[config.mk]
export PLATFORM = sky130hd
export DESIGN_NAME = spi_slave
export DESIGN_NICKNAME = d
export VERILOG_FILES = /design/src/rtl/spi_pkg.sv /design/src/rtl/spi_sync_edge.sv /design/src/rtl/spi_slave.sv
export SDC_FILE = /design/constraint.sdc
export NUM_CORES = 1
export LEC_CHECK = 0
export ABC_AREA = 1
export CAP_MARGIN = 40
export CORE_MARGIN = 8
export CORE_UTILIZATION = 45
export DETAILED_ROUTE_END_ITERATION = 8
export PLACE_DENSITY = 0.64
export SLEW_MARGIN = 20
export SYNTH_ARGS = -nofsm -noshare
export SYNTH_HDL_FRONTEND = slang
export SYNTH_SLANG_ARGS = --single-unit
[constraint.sdc]
create_clock -name clk -period 4.03 [get_ports clk]
set_input_delay 1.0075 -clock clk [delete_from_list [all_inputs] [get_ports clk]]
set_output_delay 1.0075 -clock clk [all_outputs]
set_load 0.005 [all_outputs]
[src/rtl/spi_pkg.sv]
// Shared types and constants for the SPI slave front end.
package spi_pkg;

    localparam int SPI_WIDTH = 16;

    typedef enum logic [1:0] {
        IDLE   = 2'd0,
        ACTIVE = 2'd1,
        DONE   = 2'd2
    } spi_slv_state_t;

endpackage

[src/rtl/spi_sync_edge.sv]
// Multi-flop synchronizer for one asynchronous input, plus a history flop
// for single-cycle rise/fall pulses on the synchronized level.
module spi_sync_edge #(
    parameter int   STAGES    = 2,
    parameter logic RESET_VAL = 1'b0
) (
    input  logic clk,
    input  logic rst,
    input  logic din,
    output logic level,
    output logic rise,
    output logic fall
);

    logic [STAGES-1:0] sync_q, sync_d;
    logic              hist_q, hist_d;

    always_comb begin
        sync_d = {sync_q[STAGES-2:0], din};
        hist_d = sync_q[STAGES-1];
    end

    always_ff @(posedge clk or posedge rst) begin
        if (rst) begin
            sync_q <= {STAGES{RESET_VAL}};
            hist_q <= RESET_VAL;
        end else begin
            sync_q <= sync_d;
            hist_q <= hist_d;
        end
    end

    assign level = sync_q[STAGES-1];
    assign rise  = level & ~hist_q;
    assign fall  = ~level & hist_q;

endmodule

[src/rtl/spi_slave.sv]
// 16-bit SPI responder: MSB-first receive on MOSI, preloaded word returned on
// MISO in the same frame. All SPI pins are oversampled by clk.
module spi_slave
    import spi_pkg::*;
#(
    parameter int WIDTH       = SPI_WIDTH,
    parameter int SYNC_STAGES = 2
) (
    input  logic             clk,
    input  logic             rst,
    input  logic             SS_n,
    input  logic             SCLK,
    input  logic             MOSI,
    output logic             MISO,
    input  logic [WIDTH-1:0] tx_data,
    input  logic             wrt,
    output logic [WIDTH-1:0] rx_data,
    output logic             rdy,
    output logic             busy,
    output logic             frame_err,
    output spi_slv_state_t   state_dbg
);

    localparam int CNT_W  = $clog2(WIDTH) + 1;
    localparam int SETTLE = SYNC_STAGES + 1;
    localparam int SET_W  = $clog2(SETTLE + 1);

    logic ss_level, ss_rise, ss_fall;
    logic sclk_rise, sclk_fall, sclk_level_unused;
    logic mosi_level, mosi_rise_unused, mosi_fall_unused;

    spi_sync_edge #(.STAGES(SYNC_STAGES), .RESET_VAL(1'b1)) u_sync_ss (
        .clk(clk), .rst(rst), .din(SS_n),
        .level(ss_level), .rise(ss_rise), .fall(ss_fall)
    );

    spi_sync_edge #(.STAGES(SYNC_STAGES), .RESET_VAL(1'b0)) u_sync_sclk (
        .clk(clk), .rst(rst), .din(SCLK),
        .level(sclk_level_unused), .rise(sclk_rise), .fall(sclk_fall)
    );

    spi_sync_edge #(.STAGES(SYNC_STAGES), .RESET_VAL(1'b0)) u_sync_mosi (
        .clk(clk), .rst(rst), .din(MOSI),
        .level(mosi_level), .rise(mosi_rise_unused), .fall(mosi_fall_unused)
    );

    spi_slv_state_t   state_q, state_d;
    logic [WIDTH-1:0] shift_q, shift_d;
    logic [WIDTH-1:0] tx_shadow_q, tx_shadow_d;
    logic [WIDTH-1:0] rx_data_q, rx_data_d;
    logic [CNT_W-1:0] bit_cnt_q, bit_cnt_d;
    logic [SET_W-1:0] settle_q, settle_d;
    logic             mosi_smp_q, mosi_smp_d;
    logic             busy_q, busy_d;
    logic             rdy_q, rdy_d;
    logic             frame_err_q, frame_err_d;
    logic             armed_q, armed_d;
    logic             settled;

    // A reset while SS_n is held low would otherwise look like a fresh select
    // once the synchronizer flushes; only accept a select after SS_n was seen
    // high on a settled synchronizer.
    assign settled = (settle_q == SET_W'(SETTLE));

    always_comb begin
        state_d     = state_q;
        shift_d     = shift_q;
        tx_shadow_d = wrt ? tx_data : tx_shadow_q;
        rx_data_d   = rx_data_q;
        bit_cnt_d   = bit_cnt_q;
        settle_d    = settled ? settle_q : settle_q + SET_W'(1);
        mosi_smp_d  = mosi_smp_q;
        busy_d      = busy_q;
        rdy_d       = 1'b0;
        frame_err_d = 1'b0;
        armed_d     = armed_q | (settled & ss_level);

        case (state_q)
            IDLE: begin
                if (ss_fall && armed_q) begin
                    shift_d   = tx_shadow_q;
                    bit_cnt_d = '0;
                    busy_d    = 1'b1;
                    state_d   = ACTIVE;
                end
            end
            ACTIVE: begin
                if (sclk_rise) begin
                    mosi_smp_d = mosi_level;
                end
                if (ss_rise) begin
                    frame_err_d = 1'b1;
                    busy_d      = 1'b0;
                    state_d     = IDLE;
                end else if (sclk_fall) begin
                    shift_d = {shift_q[WIDTH-2:0], mosi_smp_q};
                    if (bit_cnt_q != CNT_W'(WIDTH)) begin
                        bit_cnt_d = bit_cnt_q + CNT_W'(1);
                    end
                    if (bit_cnt_q == CNT_W'(WIDTH - 1)) begin
                        rx_data_d = {shift_q[WIDTH-2:0], mosi_smp_q};
                        rdy_d     = 1'b1;
                        state_d   = DONE;
                    end
                end
            end
            DONE: begin
                if (ss_rise) begin
                    busy_d  = 1'b0;
                    state_d = IDLE;
                end
            end
            default: begin
                state_d = IDLE;
            end
        endcase
    end

    always_ff @(posedge clk or posedge rst) begin
        if (rst) begin
            state_q     <= IDLE;
            shift_q     <= '0;
            tx_shadow_q <= '0;
            rx_data_q   <= '0;
            bit_cnt_q   <= '0;
            settle_q    <= '0;
            mosi_smp_q  <= 1'b0;
            busy_q      <= 1'b0;
            rdy_q       <= 1'b0;
            frame_err_q <= 1'b0;
            armed_q     <= 1'b0;
        end else begin
            state_q     <= state_d;
            shift_q     <= shift_d;
            tx_shadow_q <= tx_shadow_d;
            rx_data_q   <= rx_data_d;
            bit_cnt_q   <= bit_cnt_d;
            settle_q    <= settle_d;
            mosi_smp_q  <= mosi_smp_d;
            busy_q      <= busy_d;
            rdy_q       <= rdy_d;
            frame_err_q <= frame_err_d;
            armed_q     <= armed_d;
        end
    end

    // Outside a frame the master sees the shadow MSB ahead of the first fall.
    assign MISO      = (state_q == IDLE) ? tx_shadow_q[WIDTH-1] : shift_q[WIDTH-1];
    assign rx_data   = rx_data_q;
    assign rdy       = rdy_q;
    assign busy      = busy_q;
    assign frame_err = frame_err_q;
    assign state_dbg = state_q;

endmodule

# == Word-level counts from Yosys, hierarchy flattened ==
# Index checks and enable logic that the tools add are counted.
# classes
reduce_logical,11
muxes,25
bitwise_logic,11
n_eq_ne,13
n_addsub,2
# ops
op,count
$mux W16,3
$pmux W16 S2,1
$mux W5,4
$reduce_and A4 Y1,3
$mux W2,5
$ne A2 B2 Y1 const B,5
$pmux W5 S2,1
$mux W1,9
$ne A3 B3 Y1 const B,2
$pmux W2 S3,1
$add A5 B1 Y5 const B,1
$and A1 B1 Y1,5
$eq A5 B4 Y1 const B,1
$ne A5 B5 Y1 const B,1
$not A1 Y1,5
$reduce_and A5 Y1,1
$eq A2 B2 Y1 const B,2
$reduce_bool A2 Y1,2
$reduce_and A3 Y1,1
$add A2 B1 Y2 const B,1
$eq A2 B1 Y1 const B,1
$logic_not A2 Y1,1
$ne A2 B1 Y1 const B,1
$pmux W1 S2,1
other kinds (4),4
# totals
elab_cells,78
output_inout_bits,22
register_bits,70
inputBits,22

# == Longest topological paths before layout ==
# Gate-level depths: netlist (run 1).
# logic_depth
ltp_word,5
mapped_depth,10
mapped_depth_nobuf,9

# == By module ==
# Synthesis (run 1) repeated with hierarchy kept, for this count alone.
# hier_totals
hier_cells,346
hier_area_um2,3183.1
# by_module_without_submodules
module,area_each_um2,instances,seq_area_each_um2,cells_each
spi_slave,2897.8,1,1551.5,322
spi_sync_edge (u_sync_mosi ...),93.8,2,75.1,8
spi_sync_edge (u_sync_ss),97.6,1,78.8,8

# == Least setup slack after synthesis (run 1) ==
# Ideal clock, no wire load.
# synth_timing
path_type,register to output
startpoint,register state_q[0] (netlist: state_dbg[0])
endpoint,output port MISO
path_stages_with_launch,5
arrival_time_ns,0.972
t_required_ns,3.023
slack_ns,2.050
n_path_buf,1
cell_sequence,dfrtp_1 -> inv_1 -> ha_1 -> buf_4 -> o21ai_0
# synth_between
elab_chain_len,2
# synth_lines
element,line,source
from (decl),spi_slave.sv:47,"spi_slv_state_t state_q, state_d;"
from (signal assigned),spi_slave.sv:133,state_q <= state_d;
$logic_not A2 Y1,spi_slave.sv:148,assign MISO = (state_q == IDLE) ? tx_shadow_q[WIDTH-1] : shift_q[WIDTH-1];
$mux W1,spi_slave.sv:148,
to (decl),spi_slave.sv:14,"output logic MISO,"
# No other way between the ends.

# == Worst setup path after layout (run 1) ==
# Same ends and word-level chain as after synthesis.

==> out/results.ini, run 1 <==
[power]
leakage_nw = 1.79
power_switching_mw = 0.679
p_int_mw = 1.42
netSwitchingFraction_pct = 32.4
ir_worst_vdd_mv = 0.235
power_density_mw_per_mm2 = 555
pwr-share-comb_pct = 26.6
clock_power_share_pct = 31.6
power_frac_seq_pct = 41.8

[finish]
nNetsFinal = 411
multi_input_area_um2 = 1000
n_fill_cell = 602
post-route-util_pct = 56.9
ff_latch_area_mm2 = 0.00176
diodes = 0
drive_gt1_share_pct = 9.04
syn_to_final_growth_pct = 24.5
most-common-layout-cells = nand2_1 (93), dfrtp_1 (67), inv_1 (47), clkdlybuf4s50_1 (43), o21ai_0 (35)
final_common_cell = nand2_1
layout.cells.non_filler = 467

[placement]
place_inst = 450
hpwl_um = 4140
routabilityCongestion = 0.768
io_buffers = 43

[worst_setup_path]
critPathBufInv = 2
crit_type = register to output port
cp_slowest_cell = clkdlybuf4s50_1
crit_family = buffers and inverters
worst_ep_arrival_time_ps = 1860
worstSetupStartpointType = register
required_ps = 3020
cp_max_fo = 7
worstPathCellList = inv_1, ha_1, nand2_1, o21ai_0, clkdlybuf4s50_1
critPathMaxStageDelay_ps = 520
endpoint_kind = output port

[floorplanning]
core_mm2 = 0.00664
fp.dieArea_mm2 = 0.00963
io_pins = 44
die_height_um = 98.1
rows = 30
start_util_pct = 45.7
die_x_um = 98.1

[timing]
layout_min_cycle_time_ps = 2860
finalMaxSlewViolations = 0
fin_tns_setup_ps = 0
setup_violations = 0
fmax_ghz = 0.349
fin_skew_ps = 7.95
relSlewSlack_pct = 72.7
tightest_slew_ps = 409
rsz0062_at_grt = false
hold_viol = 0
finalCritPeriodShare_pct = 71.1

[grt]
antenna_found_initial = 0
grt_pass1_wl_um = 10100
grt_overflow = 0
grt_use_total_pct = 12.9
grt_max_degree = 42
grt_pass1_vias = 2151

[routing]
via_per_inst = 4.79
drt_pre_antenna_iters = 4
vias = 2238
routed.top_layer = met4
drt-initial-drc-count = 153
ant_nets = 0
wl_met3_um = 269
met2_length_um = 2370
m1WireLength_um = 3090
remaining_drc_errors = 0
wl_um = 5810
wl_per_cell_um = 12.4

[yosys]
synthXorXnorAreaFrac_pct = 0.289
synth_top_family_by_area = simple AND/OR/NAND/NOR gates
synth.avg_cell_area_um2 = 9.01
synth.area.mux_share_pct = 0.371
synth-seq-cells = 70
synthCells = 337
yosys.cell_types.count = 25
synthesis.area_mm2 = 0.00304
syn-num-nets = 366
synth_adder_area_share_pct = 2.89
synthSimpleGateAreaFrac_pct = 17.7
synth-compound-area-share_pct = 11.7
ys_seq_area_share_pct = 57.8
yosys_warnings = 0

[clock_network]
postCtsHoldBufs = 0
clockBufferDepth = 2
cts_htree_levels = 3
cts_resized = 0
clk_pin_slew_worst_paths_ps = 80
cts_buffers = 9
root_buffer = clkbuf_8
cts_num_sinks = 70
cts_setup_buffers = 0
clock_latency_ps = 330
tritoncts = yes

[status]
status = finished clean

[hold_path]
hp-class = register to register

[job]
maxCapViolations = 0

==> per-layer routing <==
metal  up-vias  GRT usage [%]
met3         6           3.77
met1      1028           18.2
li1       1149              -
met5         -              0
met2        55           17.3
met4         0           6.97
==> through the flow <==
stage	power (mW)	hold slack (ps)	setup WS, ps	cell area [µm²]
floorplan	1.32	331	1260	3040
detailed placement	1.45	339	1520	3530
CTS	2.11	356	1140	3760
global placement	1.43	334	1580	3500
finish	2.10	354	1170	3780
global route	2.24	359	1050	3780
==> power groups by stage <==
stage                     Sequential, mW  Clock [mW]  Combinational [mW]
after global placement             0.880           0               0.545
final                              0.877       0.663               0.557
after detailed placement           0.890           0               0.557
after floorplan                    0.873           0               0.449
after global routing               0.891       0.708               0.641
after CTS                          0.876       0.678               0.560
==> registers in the layout, summed over array words and instances (netlist names), 5 cells and up <==
signal and cells:
shift_q 16, rx_data 16, bit_cnt_q 5, tx_shadow_q 16
==> kinds of logic after synthesis <==
kind of cell	after synthesis
compound gates	70
xor+xnor	1
fa+ha+maj	7
buf+inv	65
flops	70
mux	1
simple gates	123
==> cells in the mapped netlist, drive strengths merged <==
| cell | count | share of area (%) |
|---|---|---|
| a21o | 1 | 0.25 |
| a21oi | 1 | 0.16 |
| buf | 10 | 2.4 |
| clkbuf | 4 | 0.49 |
| dfrtp | 67 | 55 |
| dfstp | 3 | 2.6 |
| ha | 7 | 2.9 |
| inv | 51 | 6.3 |
| mux2 | 1 | 0.37 |
| nand2 | 95 | 12 |
| nand3 | 8 | 1.5 |
| nand4 | 7 | 1.6 |
| nor2 | 13 | 2.3 |
| o21ai | 67 | 11 |
| o31ai | 1 | 0.25 |
| xnor2 | 1 | 0.29 |
==> final timing paths <==
| check | endpoint | slack [ps] | from | cells after the start |
|---|---|---|---|---|
| worst max-delay path | MISO | 1170 | state_dbg[0] | 5 |
| worst min-delay path | u_sync_sclk.sync_q[1] | 350 | u_sync_sclk.sync_q[0] | 0 |
| worst max register to register | rx_data[9] | 1970 | state_dbg[1] | 9 |
| worst min register to register | u_sync_sclk.sync_q[1] | 350 | u_sync_sclk.sync_q[0] | 0 |
| max in group asynchronous | rx_data[11] | 2380 | rst | 3 |
| min in group asynchronous | state_dbg[0] | 970 | rst | 2 |
==> area by class of cell <==
| class | count | share of cell area [%] |
|---|---|---|
| clock buffers | 10 | 3.38 |
| well taps | 80 | 2.65 |
| clock inverters | 6 | 2.91 |
| repair buffers | 48 | 13.1 |
| flip-flops and latches | 70 | 46.4 |
| inverters | 51 | 5.06 |
| multi-input cells | 202 | 26.4 |
Power figures use the tool's default switching activity.
==> inputs of run 2 (changes only) <==
--- a/config.mk
+++ b/config.mk
@@ -10,7 +10,7 @@
 export CORE_MARGIN = 8
 export CORE_UTILIZATION = 45
 export DETAILED_ROUTE_END_ITERATION = 8
-export PLACE_DENSITY = 0.64
+export PLACE_DENSITY = 0.67
 export SLEW_MARGIN = 20
 export SYNTH_ARGS = -nofsm -noshare
 export SYNTH_HDL_FRONTEND = slang
==> constraint.sdc (replaced) <==
create_clock -name clk -period 2.4 [get_ports clk]
set_input_delay 0.6 -clock clk [delete_from_list [all_inputs] [get_ports clk]]
set_output_delay 0.6 -clock clk [all_outputs]
set_load 0.005 [all_outputs]
==> out/results.ini, run 2 (synthesis gave the netlist of run 1 again) <==
[finish]
nNetsFinal = 411
final_common_cell = nand2_1
most-common-layout-cells = nand2_1 (93), dfrtp_1 (67), inv_1 (46), clkdlybuf4s50_1 (43), o21ai_0 (35)
drive_gt1_share_pct = 9.56
syn_to_final_growth_pct = 23.7
diodes = 0

[grt]
grt_overflow = 0
grt_use_total_pct = 12.6
grt.met2_usage_pct = 16.4
grt_pass1_vias = 2150
grt_pass1_wl_um = 9910
use_met3_pct = 3.70
grt.busiest_layer = met1
grt_max_degree = 35
antenna_found_initial = 0
met1_usage_pct = 18.4

[worst_setup_path]
cp_max_fo = 7
endpoint_kind = output port
r2r_setup_slack_ps = 450
reg2regPathDepth = 8
worst_ep_arrival_time_ps = 1690
required_ps = 1800
crit_type = register to output port
worstSetupStartpointType = register

[clock_network]
tritoncts = yes
cts_num_sinks = 70
cts_htree_levels = 3
cts_buffers = 9
clockBufferDepth = 2
root_buffer = clkbuf_8
clock_latency_ps = 330
clk_pin_slew_worst_paths_ps = 70

[timing]
relSlewSlack_pct = 72.7
hold_viol = 0
rsz0062_at_grt = false
setup_violations = 0
fin_tns_setup_ps = 0
fin_skew_ps = 6.93
layout_min_cycle_time_ps = 2290
tightest_slew_ps = 409
hold_ws_ps = 351
fmax_ghz = 0.437
finalMaxSlewViolations = 0
finalCritPeriodShare_pct = 95.4

[floorplanning]
die_height_um = 98.1
fp.dieArea_mm2 = 0.00963
rows = 30
core_mm2 = 0.00664
io_pins = 44
die_x_um = 98.1
start_util_pct = 45.7

[placement]
hpwl_um = 3950
io_buffers = 43
routabilityCongestion = 0.767

[routing]
drt-initial-drc-count = 151
ant_nets = 0
drt_pre_antenna_iters = 4
via_per_inst = 4.69
remaining_drc_errors = 0
wl_per_cell_um = 11.9
wl_um = 5550
vias = 2191

[power]
power_density_mw_per_mm2 = 912
finalPower_mw = 3.42
leakage_nw = 1.77
ir_worst_vdd_mv = 0.428

[hold_path]
hp-class = register to register
holdPathStages = 0

[status]
status = finished clean

[job]
maxCapViolations = 0

==> run 2: changes by cell type in the layout (fill, tap and decap cells not counted), sizes merged <==
cell,delta
bufinv,-1
clkinv,+2
clkinvlp,-1
==> run 2: worst max-delay path, stage by stage (launching register included) <==
cell	delay, ps
dfrtp_1	390
inv_1	100
ha_4	200
o21ai_0	150
clkdlybuf4s50_1	520
==> run 2: stage by stage <==
| stage | utilization [%] | area [µm²] | worst slack (ps) | std cells |
|---|---|---|---|---|
| 2_1_floorplan | - | 3040 | 36.8 | 337 |
| 3_3_place_gp | 53.1 | 3530 | 367 | 451 |
| 3_5_place_dp | 53.1 | 3530 | 327 | 451 |
| 4_1_cts | 56.3 | 3740 | 17.6 | 467 |
| 5_1_grt | 56.5 | 3750 | 9.31 | 467 |
| 6_report | 56.5 | 3750 | 111 | 467 |
==> run 2: worst paths after layout <==
check | startpoint | to
max in group asynchronous | rst | shift_q[4]
max reg2reg | state_dbg[1] | bit_cnt_q[2]
min | u_sync_mosi.sync_q[0] | u_sync_mosi.sync_q[1]
min reg2reg | u_sync_mosi.sync_q[0] | u_sync_mosi.sync_q[1]
max | state_dbg[1] | MISO
min in group asynchronous | rst | u_sync_sclk.sync_q[0]
==> run 2: report_power, final <==
part           internal, mW  switching (mW)
Combinational         0.345           0.595
Sequential             1.37           0.101
Clock                 0.584           0.433
==> run 2: metal layers <==
metal  vias up  share of wire (%)  routed length (µm)
met2        55                 40                2210
met1       976                 54                3010
met5         -                  0                   0
met4         0               0.68                  38
met3         2                5.4                 298
li1       1158                  -                   -
==> run 2: layout make-up <==
class | count | area, µm²
Fill cell | 627 | 2890
Tap cell | 80 | 100
Clock buffer | 10 | 128
Multi-Input combinational cell | 202 | 1010
Timing Repair Buffer | 48 | 480
Sequential cell | 70 | 1760
Inverter | 51 | 191
Clock inverter | 6 | 86.3
==> run 2: what timing repair did <==
action / in CTS / in global routing
setup endpoints to repair: 1 / 1
setup buffers: 0 / 0
pin swaps: 0 / 0
gates resized for setup: 1 / 2
hold buffers: 0 / 0
